--- src/rtl/doorlock_pkg.sv ---
// rtl/doorlock_pkg.sv - shared doorlock glyphs, LED states and default timing
package doorlock_pkg;

   localparam logic [15:0] T_SCAN_DEF  = 16'd50_000;
   localparam logic [23:0] T_BLINK_DEF = 24'd12_500_000;
   localparam logic [1:0]  N_BLINK_DEF = 2'd3;

   // Segment order {g,f,e,d,c,b,a}, active-low.
   localparam logic [6:0] SEG_BLANK = 7'h7F;
   localparam logic [6:0] SEG_DASH  = 7'h3F;
   localparam logic [0:15][6:0] SEG_HEX = {
      7'h40, 7'h79, 7'h24, 7'h30, 7'h19, 7'h12, 7'h02, 7'h78,
      7'h00, 7'h10, 7'h08, 7'h03, 7'h46, 7'h21, 7'h06, 7'h0E
   };

   typedef enum logic [1:0] {L_OFF, L_ON, L_BLINK} led_state_e;

   typedef struct packed {
      logic       valid;
      logic [3:0] value;
   } digit_t;

endpackage

--- src/rtl/fnd_if_if.sv ---
// rtl/fnd_if_if.sv - key/status inputs and FND/LED pin outputs of fnd_if
interface fnd_if_if;
   logic       key_v_i;
   logic [3:0] key_i;
   logic       clr_i;
   logic       mask_i;
   logic       open_i;
   logic       err_i;
   logic [6:0] seg_o;
   logic [3:0] dig_o;
   logic       led_o;

   modport master (
      output key_v_i, key_i, clr_i, mask_i, open_i, err_i,
      input  seg_o, dig_o, led_o
   );

   modport slave (
      input  key_v_i, key_i, clr_i, mask_i, open_i, err_i,
      output seg_o, dig_o, led_o
   );
endinterface

--- src/rtl/seg7_dec.sv ---
// rtl/seg7_dec.sv - {valid, mask, value} to active-low seven-segment pattern
module seg7_dec
   import doorlock_pkg::*;
(
   input  logic       valid_i,
   input  logic       mask_i,
   input  logic [3:0] value_i,
   output logic [6:0] seg_o
);

   always_comb begin
      seg_o = SEG_BLANK;
      if (valid_i) begin
         seg_o = mask_i ? SEG_DASH : SEG_HEX[value_i];
      end
   end

endmodule

--- src/rtl/fnd_if.sv ---
// rtl/fnd_if.sv - 4-digit key buffer, multiplexed FND scan and status LED blink
module fnd_if
   import doorlock_pkg::*;
#(
   parameter logic [15:0] T_SCAN  = T_SCAN_DEF,
   parameter logic [23:0] T_BLINK = T_BLINK_DEF,
   parameter logic [1:0]  N_BLINK = N_BLINK_DEF
)(
   input  logic     clk,
   input  logic     n_rst,
   fnd_if_if.slave  bus
);

   localparam int NB  = int'(N_BLINK);
   localparam int SCW = $clog2(T_SCAN);
   localparam int BCW = $clog2(T_BLINK);
   localparam int TCW = $clog2(2 * NB + 1);

   localparam logic [SCW-1:0] SCAN_MAX  = SCW'(T_SCAN - 16'd1);
   localparam logic [BCW-1:0] BLINK_MAX = BCW'(T_BLINK - 24'd1);
   localparam logic [TCW-1:0] TOG_MAX   = TCW'(2 * NB - 1);

   digit_t [3:0]   buf_q, buf_d;
   logic [SCW-1:0] scan_cnt_q, scan_cnt_d;
   logic [1:0]     idx_q, idx_d;
   logic [6:0]     seg_q, seg_d;
   logic [3:0]     dig_q, dig_d;
   led_state_e     led_state_q, led_state_d;
   logic [BCW-1:0] blink_cnt_q, blink_cnt_d;
   logic [TCW-1:0] tog_cnt_q, tog_cnt_d;
   logic           led_q, led_d;
   digit_t         sel;

   // Clear first, then shift, so a same-cycle key lands in a blank buffer.
   always_comb begin
      buf_d = buf_q;
      if (bus.clr_i) begin
         buf_d = '0;
      end
      if (bus.key_v_i) begin
         buf_d = {buf_d[2:0], digit_t'{valid: 1'b1, value: bus.key_i}};
      end
   end

   always_comb begin
      scan_cnt_d = scan_cnt_q + 1'b1;
      idx_d      = idx_q;
      if (scan_cnt_q == SCAN_MAX) begin
         scan_cnt_d = '0;
         idx_d      = idx_q + 2'd1;
      end
      dig_d = ~(4'b0001 << idx_d);
   end

   // Decoding from the next idx keeps segments aligned with the enable.
   assign sel = buf_q[idx_d];

   seg7_dec u_dec (
      .valid_i (sel.valid),
      .mask_i  (bus.mask_i),
      .value_i (sel.value),
      .seg_o   (seg_d)
   );

   always_comb begin
      led_state_d = led_state_q;
      blink_cnt_d = blink_cnt_q;
      tog_cnt_d   = tog_cnt_q;
      led_d       = led_q;
      if (bus.open_i) begin
         led_state_d = L_ON;
         led_d       = 1'b1;
      end else if (bus.err_i) begin
         led_state_d = L_BLINK;
         blink_cnt_d = '0;
         tog_cnt_d   = '0;
         led_d       = 1'b1;
      end else begin
         case (led_state_q)
            L_ON: begin
               led_state_d = L_OFF;
               led_d       = 1'b0;
            end
            L_BLINK: begin
               if (blink_cnt_q == BLINK_MAX) begin
                  blink_cnt_d = '0;
                  if (tog_cnt_q == TOG_MAX) begin
                     led_state_d = L_OFF;
                     tog_cnt_d   = '0;
                     led_d       = 1'b0;
                  end else begin
                     tog_cnt_d = tog_cnt_q + 1'b1;
                     led_d     = ~led_q;
                  end
               end else begin
                  blink_cnt_d = blink_cnt_q + 1'b1;
               end
            end
            default: begin
               led_state_d = L_OFF;
               led_d       = 1'b0;
            end
         endcase
      end
   end

   always_ff @(posedge clk) begin
      if (!n_rst) begin
         buf_q       <= '0;
         scan_cnt_q  <= '0;
         idx_q       <= 2'd0;
         seg_q       <= SEG_BLANK;
         dig_q       <= 4'b1110;
         led_state_q <= L_OFF;
         blink_cnt_q <= '0;
         tog_cnt_q   <= '0;
         led_q       <= 1'b0;
      end else begin
         buf_q       <= buf_d;
         scan_cnt_q  <= scan_cnt_d;
         idx_q       <= idx_d;
         seg_q       <= seg_d;
         dig_q       <= dig_d;
         led_state_q <= led_state_d;
         blink_cnt_q <= blink_cnt_d;
         tog_cnt_q   <= tog_cnt_d;
         led_q       <= led_d;
      end
   end

   assign bus.seg_o = seg_q;
   assign bus.dig_o = dig_q;
   assign bus.led_o = led_q;

endmodule

--- src/flat_wrapper.sv ---
// flat-port wrapper written by rule: the top's interface ports become plain ports
module fnd_if_flat import doorlock_pkg::*;
#(
   parameter logic [15:0] T_SCAN  = T_SCAN_DEF,
   parameter logic [23:0] T_BLINK = T_BLINK_DEF,
   parameter logic [1:0]  N_BLINK = N_BLINK_DEF
)
  (clk, n_rst, bus_key_v_i, bus_key_i, bus_clr_i, bus_mask_i, bus_open_i, bus_err_i, bus_seg_o, bus_dig_o, bus_led_o);
  fnd_if_if bus_i ();
  input  logic clk;
  input  logic n_rst;
  input wire logic [$bits(bus_i.key_v_i)-1:0] bus_key_v_i;
  input wire logic [$bits(bus_i.key_i)-1:0] bus_key_i;
  input wire logic [$bits(bus_i.clr_i)-1:0] bus_clr_i;
  input wire logic [$bits(bus_i.mask_i)-1:0] bus_mask_i;
  input wire logic [$bits(bus_i.open_i)-1:0] bus_open_i;
  input wire logic [$bits(bus_i.err_i)-1:0] bus_err_i;
  output wire logic [$bits(bus_i.seg_o)-1:0] bus_seg_o;
  output wire logic [$bits(bus_i.dig_o)-1:0] bus_dig_o;
  output wire logic [$bits(bus_i.led_o)-1:0] bus_led_o;
  assign bus_i.key_v_i = bus_key_v_i;
  assign bus_i.key_i = bus_key_i;
  assign bus_i.clr_i = bus_clr_i;
  assign bus_i.mask_i = bus_mask_i;
  assign bus_i.open_i = bus_open_i;
  assign bus_i.err_i = bus_err_i;
  assign bus_seg_o = bus_i.seg_o;
  assign bus_dig_o = bus_i.dig_o;
  assign bus_led_o = bus_i.led_o;
  fnd_if #(.T_SCAN(T_SCAN), .T_BLINK(T_BLINK), .N_BLINK(N_BLINK)) u_core (.clk(clk), .n_rst(n_rst), .bus(bus_i));
endmodule
--- config.mk ---
export PLATFORM = sky130hd
export DESIGN_NAME = fnd_if_flat
export DESIGN_NICKNAME = d
export VERILOG_FILES = /design/src/rtl/doorlock_pkg.sv /design/src/rtl/fnd_if_if.sv /design/src/rtl/seg7_dec.sv /design/src/rtl/fnd_if.sv /design/src/flat_wrapper.sv
export SDC_FILE = /design/constraint.sdc
export NUM_CORES = 1
export LEC_CHECK = 0
export ABC_CLOCK_PERIOD_IN_PS = 2600
export CORE_MARGIN = 2
export CORE_UTILIZATION = 40
export DETAILED_ROUTE_END_ITERATION = 8
export PLACE_DENSITY = 0.62
export SYNTH_ARGS = -nofsm -noshare
export SYNTH_HDL_FRONTEND = slang
export SYNTH_HIERARCHICAL = 1
export SYNTH_SLANG_ARGS = --single-unit
--- constraint.sdc ---
create_clock -name clk -period 2.6 [get_ports clk]
set_input_delay 0.39 -clock clk [delete_from_list [all_inputs] [get_ports clk]]
set_output_delay 0.39 -clock clk [all_outputs]
set_load 0.01 [all_outputs]
## Word level (Yosys, flattened, before mapping)

Memories as Yosys holds them, arrays and structs flattened.
Cells that the tools add are included.

- Bitwise gates (word level): 6
- $add $sub $neg: 4
- Multiplexer cells: 25
- $lt $le $gt $ge: 2
- Shift operators: 1
- Reduce and logical (&&, ||, !) cells: 11
- Equal/unequal tests: 8

Operators with widths:

| operator | number |
|---|---|
| 2-to-1 mux 24 bit | 3 |
| 2-to-1 mux 20 bit | 2 |
| adder 24 x 1 -> 24 bit, second input constant | 1 |
| equality test 24 bit, second input constant | 1 |
| 2-to-1 mux 7 bit | 3 |
| adder 16 x 1 -> 16 bit, second input constant | 1 |
| equality test 16 bit, second input constant | 1 |
| 2-to-1 mux 3 bit | 4 |
| binary-select mux 5 bit (select 2 bit) | 1 |
| 2-to-1 mux 2 bit | 5 |
| inequality test 4 x 3 -> 1 bit, second input constant | 2 |
| AND reduction 2 bit | 4 |
| 2-to-1 mux 1 bit | 6 |
| inequality test 3 x 2 -> 1 bit, second input constant | 2 |
| nonzero test 2 bit | 3 |
| >= comparator 5 bit, second input constant | 1 |
| 2-to-1 mux 5 bit | 1 |
| NOT 4 -> 5 bit | 1 |
| NOT 1 bit | 4 |
| NOT 4 bit | 1 |
| OR reduction 2 bit | 2 |
| left shift 1 x 2 -> 4 bit, first input constant | 1 |
| adder 3 x 1 -> 3 bit, second input constant | 1 |
| equality test 3 bit, second input constant | 1 |
| other kinds (5) | 5 |

- Input port bits: 11
- Output and inout port bits: 12
- Bits in registers: 79
- Logic and storage cells: 76
- Bits in read-only memories: 112
- Memories kept: 1

Memories:

| memory | depth | bits a word | rd ports | clocked after Yosys merged registers in | write ports | line | source |
|---|---|---|---|---|---|---|---|
| (name not given) | 16 | 7 | 1 | 0 | 0 | seg7_dec.sv:14 | `seg_o = mask_i ? SEG_DASH : SEG_HEX[value_i];` |

## Depth between registers and ports, before layout

- Depth in word-level cells: 9
- Depth in mapped cells: 12
- Gate-level depth less buffers: 11

## Cells and area by module

The synthesis kept the hierarchy.

Modules (own cells, without submodules):

| module | instances | cells each | area an instance (sq um) |
|---|---|---|---|
| fnd_if | 1 | 387 | 3,518.4 |
| seg7_dec | 1 | 38 | 331.6 |

## Worst setup path after synthesis

Ideal clock, no wire load.

- Path type: reg-to-reg
- Start point: reg u_core.scan_cnt_q[0]
- End point: reg u_core.seg_q[1], in the netlist u_core/bus.seg_o[1]
- Data required time: 2.482 ns
- Library setup time: 0.118 ns
- Stages on the path, launching flop included: 12
- Period minus slack after synthesis: 2.874 ns
- Buffers on the path: 1
- Arrival: 2.756 ns
- Slack: -0.274 ns
- Cells stage by stage: dfxtp_1 > ha_1 > and3_1 > buf_2 > nand4_4 > o31ai_2 > a221o_1 > inv_1 > ha_1 > or2_1 > a311o_1 > nand2b_1

RTL lines:

| element | line | source |
|---|---|---|
| start: declaration | fnd_if.sv:24 | `logic [SCW-1:0] scan_cnt_q, scan_cnt_d;` |
| start signal: assignment | fnd_if.sv:120 | `scan_cnt_q <= scan_cnt_d;` |
| end signal: assignment | fnd_if.sv:122 | `seg_q <= seg_d;` |
| end: declaration | fnd_if.sv:26 | `logic [6:0] seg_q, seg_d;` |

==> metrics <==
Mapped Nets=446; # rows=35; CP max stage cell=a221o_2; async set-reset flop share out of synthesis=0%; fin. max-slew vios=0; first-pass GRT wire length=14300 microns; Yosys cell types=67; critical path required time=~2.8 ns; I/O pin count=23; Layout Cells excl Fill=618; vias per std cell=between 5 and 6; clock share of power=about two fifths; clock buffer count from CTS=9; CTS tree=yes; total number of H-tree levels=3; Synth Instances=425; crit path max fanout=6; endpoint class of the critical path=register; worst slew pin tran=around 0.78 ns; Vert. Die Dim=just over 100 microns; Final setup viols=1; mapped cell area=slightly below 4000 sq um; drt initial violations=84; drt first pass iters=4; Startpoint Class=register; Final Core Density=approximately 50%; full die area=10400 sq um; post-route ant nets=0; sequential share of power=between 50% and 60%; fill count=900; GRT Total Usage=roughly 17%; CP cell instances=nor4b_4 > nand4_4 > xnor2_4 > nor2_1 > a221o_2 > inv_2 > ha_4 > or2_1 > a311o_1 > nand2b_4; vias in the first global route=3078; post-route minimum period=roughly 2.6 ns; outcome=finished with violations; clock buffer depth=2; worst path arrival time=~2.9 ns; switch share=a little under a quarter; Critical Path Max Stage Delay=approximately 0.38 ns; pwr dens=between 500 and 600 nW/um^2; Syn Area/Cell=between 9 and 10 sq um; # DRC=0; EDFF count, synth=0; Max-Cap Viols=0; Clk Latency, worst-skew pair=between 0.3 and 0.4 ns; register area share after synthesis=just over 40%; R2R Setup Slk=-0.04 ns; Die Wd=roughly 100 microns; leakage power=between 1.5 and 2 nW; crit path kind=reg2reg; Fin Setup TNS=-0.0365 ns; P_sw=~0.58 mW; growth of design area from synthesis to finish=24.3%; CORE AREA=~9300 sq um; Tot Pwr=~2.4 mW; P_int=approximately 1.9 mW; final net count=roughly 500; post-place setup slack=-0.111 ns; average wire per standard cell=13.6 microns; drt total wl=around 8400 microns; Detail Placement HPWL=~6200 microns; clk slew on worst S/H paths=roughly 0.08 ns; fin worst setup slack=-0.0365 ns; Period Utilization, post-route=101%; largest net degree at the start of global routing=18; Via Count=between 3000 and 4000; initial core utilization=roughly two fifths; Overflow after GRT=0; cts hold-fix bufs=0; Max VDD drop=roughly 0.28 mV; clock sink total=between 70 and 80; initial antenna violation count=0; Main synth FF type=dfxtp_1; min-delay worst type=reg2reg; Rel. slew slack=around 48%; Fmax=approximately 0.38 GHz; layout cells sized above 1=between 15 and 20%; commonest non-fill, non-tap cell in the layout=dfxtp_1; routability cong.=~0.84; Gate power share=under 10%; Final Hold Vio Count=0; dpl cells=600; failing checks=setup timing; Clock Skews=approximately 0.0095 ns; # port buffers=22; register bit count reported by yosys=79; ant diodes=0; most frequent cells in the layout=dfxtp_1, nor2_1, buf_4; RSZ-0062 raised after global routing=true; synth warn=6; CTS root buffer=clkbuf_8
==> worst paths after layout <==
kind	endpoint	startpoint	cells past startpoint
worst min register to register	u_core/tog_cnt_q[2]$_SDFFE_PN0P_	u_core/tog_cnt_q[1]$_SDFFE_PN0P_	1
worst max register to register	u_core/bus.seg_o[1]$_SDFF_PN1_	u_core/scan_cnt_q[5]$_SDFF_PP0_	10
worst max-delay path	u_core/bus.seg_o[1]$_SDFF_PN1_	u_core/scan_cnt_q[5]$_SDFF_PP0_	10
worst min-delay path	u_core/tog_cnt_q[2]$_SDFFE_PN0P_	u_core/tog_cnt_q[1]$_SDFFE_PN0P_	1
==> cell type report <==
type	count	area [sq um]	share of cell area, %
flip-flops and latches	79	1590	33.2
multi-input cells	318	2220	46.4
well taps	129	161	3.37
clock inverters	6	93.8	1.96
repair buffers	66	554	11.6
inverters	10	37.5	0.785
clock buffers	10	128	2.67
==> cell families after synthesis <==
logic type / share of synthesized area (%)
fa+ha+maj: 3.25
simple gates: 27.9
compound gates: 10.4
mux: 7.12
buf+inv: 3.48
flops: 41.1
xor+xnor: 6.79
==> metrics by stage <==
step / hold WS [ns] / area (sq um)
finish: 0.499 / 4780
global placement: 0.474 / 4510
global route: 0.527 / 4780
detailed placement: 0.484 / 4510
CTS: 0.503 / 4760
floorplan: 0.432 / 3920
==> power groups by stage <==
stage / sequential (mW) / combinational (mW) / clock (mW)
floorplan: 1.27 / 0.104 / 0
global placement: 1.27 / 0.183 / 0
detailed placement: 1.27 / 0.187 / 0
CTS: 1.24 / 0.189 / 1.04
global route: 1.24 / 0.209 / 1.10
finish: 1.24 / 0.192 / 1.01
==> synth_stat cells (2+ instances only) <==
| library cell | instances | area share, % |
|---|---|---|
| inv_1 | 9 | 0.88 |
| o2111ai_1 | 2 | 0.46 |
| nor2b_1 | 2 | 0.32 |
| nor3_1 | 7 | 0.91 |
| clkbuf_1 | 6 | 0.58 |
| a221o_1 | 6 | 1.6 |
| nor4_1 | 7 | 1.1 |
| nor2_1 | 73 | 7.1 |
| and3b_1 | 2 | 0.46 |
| nor4b_1 | 2 | 0.46 |
| a21oi_1 | 8 | 1.0 |
| ha_1 | 10 | 3.2 |
| buf_2 | 8 | 1.0 |
| o21ai_0 | 5 | 0.65 |
| nand3_1 | 18 | 2.3 |
| xor2_1 | 12 | 2.7 |
| and4_1 | 3 | 0.68 |
| a32oi_1 | 2 | 0.46 |
| a311o_1 | 2 | 0.52 |
| nand4_1 | 13 | 2.1 |
| xnor2_1 | 16 | 3.6 |
| a22oi_1 | 4 | 0.78 |
| buf_6 | 2 | 0.58 |
| nand2_1 | 34 | 3.3 |
| and3_1 | 7 | 1.1 |
| o211ai_1 | 7 | 1.4 |
| and2_1 | 3 | 0.49 |
| dfxtp_1 | 79 | 41 |
| and4b_1 | 2 | 0.52 |
| or3_1 | 3 | 0.49 |
| o21ai_1 | 2 | 0.26 |
| and3_4 | 2 | 0.58 |
| mux2_2 | 2 | 0.58 |
| mux2i_1 | 24 | 6.2 |
| nand2b_1 | 9 | 1.5 |
==> layer usage <==
metal	GRT usage, %	wire length (microns)	vias up
met1	23.1	4190	1496
li1	-	-	1632
met5	0	0	-
met4	7.08	111	0
met3	2.67	105	6
met2	28.6	4000	26
==> critical path: cells and delay by family (launching register included) <==
family	cells	cell delay, ns
buf+inv	1	0.12
flops	1	0.34
simple gates	5	0.96
xor+xnor	1	0.23
fa+ha+maj	1	0.20
compound gates	2	0.69
==> state kept, by name, summed over array words and instances, names as in the netlist <==
signal and flops:
u_core/idx_q 2, u_core/tog_cnt_q 3, u_core/buf_q 20, u_core/bus.dig_o 4, u_core/bus.seg_o 7, u_core/scan_cnt_q 16, u_core/blink_cnt_q 24, u_core/bus.led_o 1
u_core/led_state_q 2
==> repair_timing <==
item / 4_1_cts / 5_1_grt
resized for setup: 8 / 4
buffers inserted: 1 / 1
cloned: 0 / 0
pin swaps: 6 / 1
setup endpoints to repair: 7 / 7
Power figures use the tool's default switching activity.
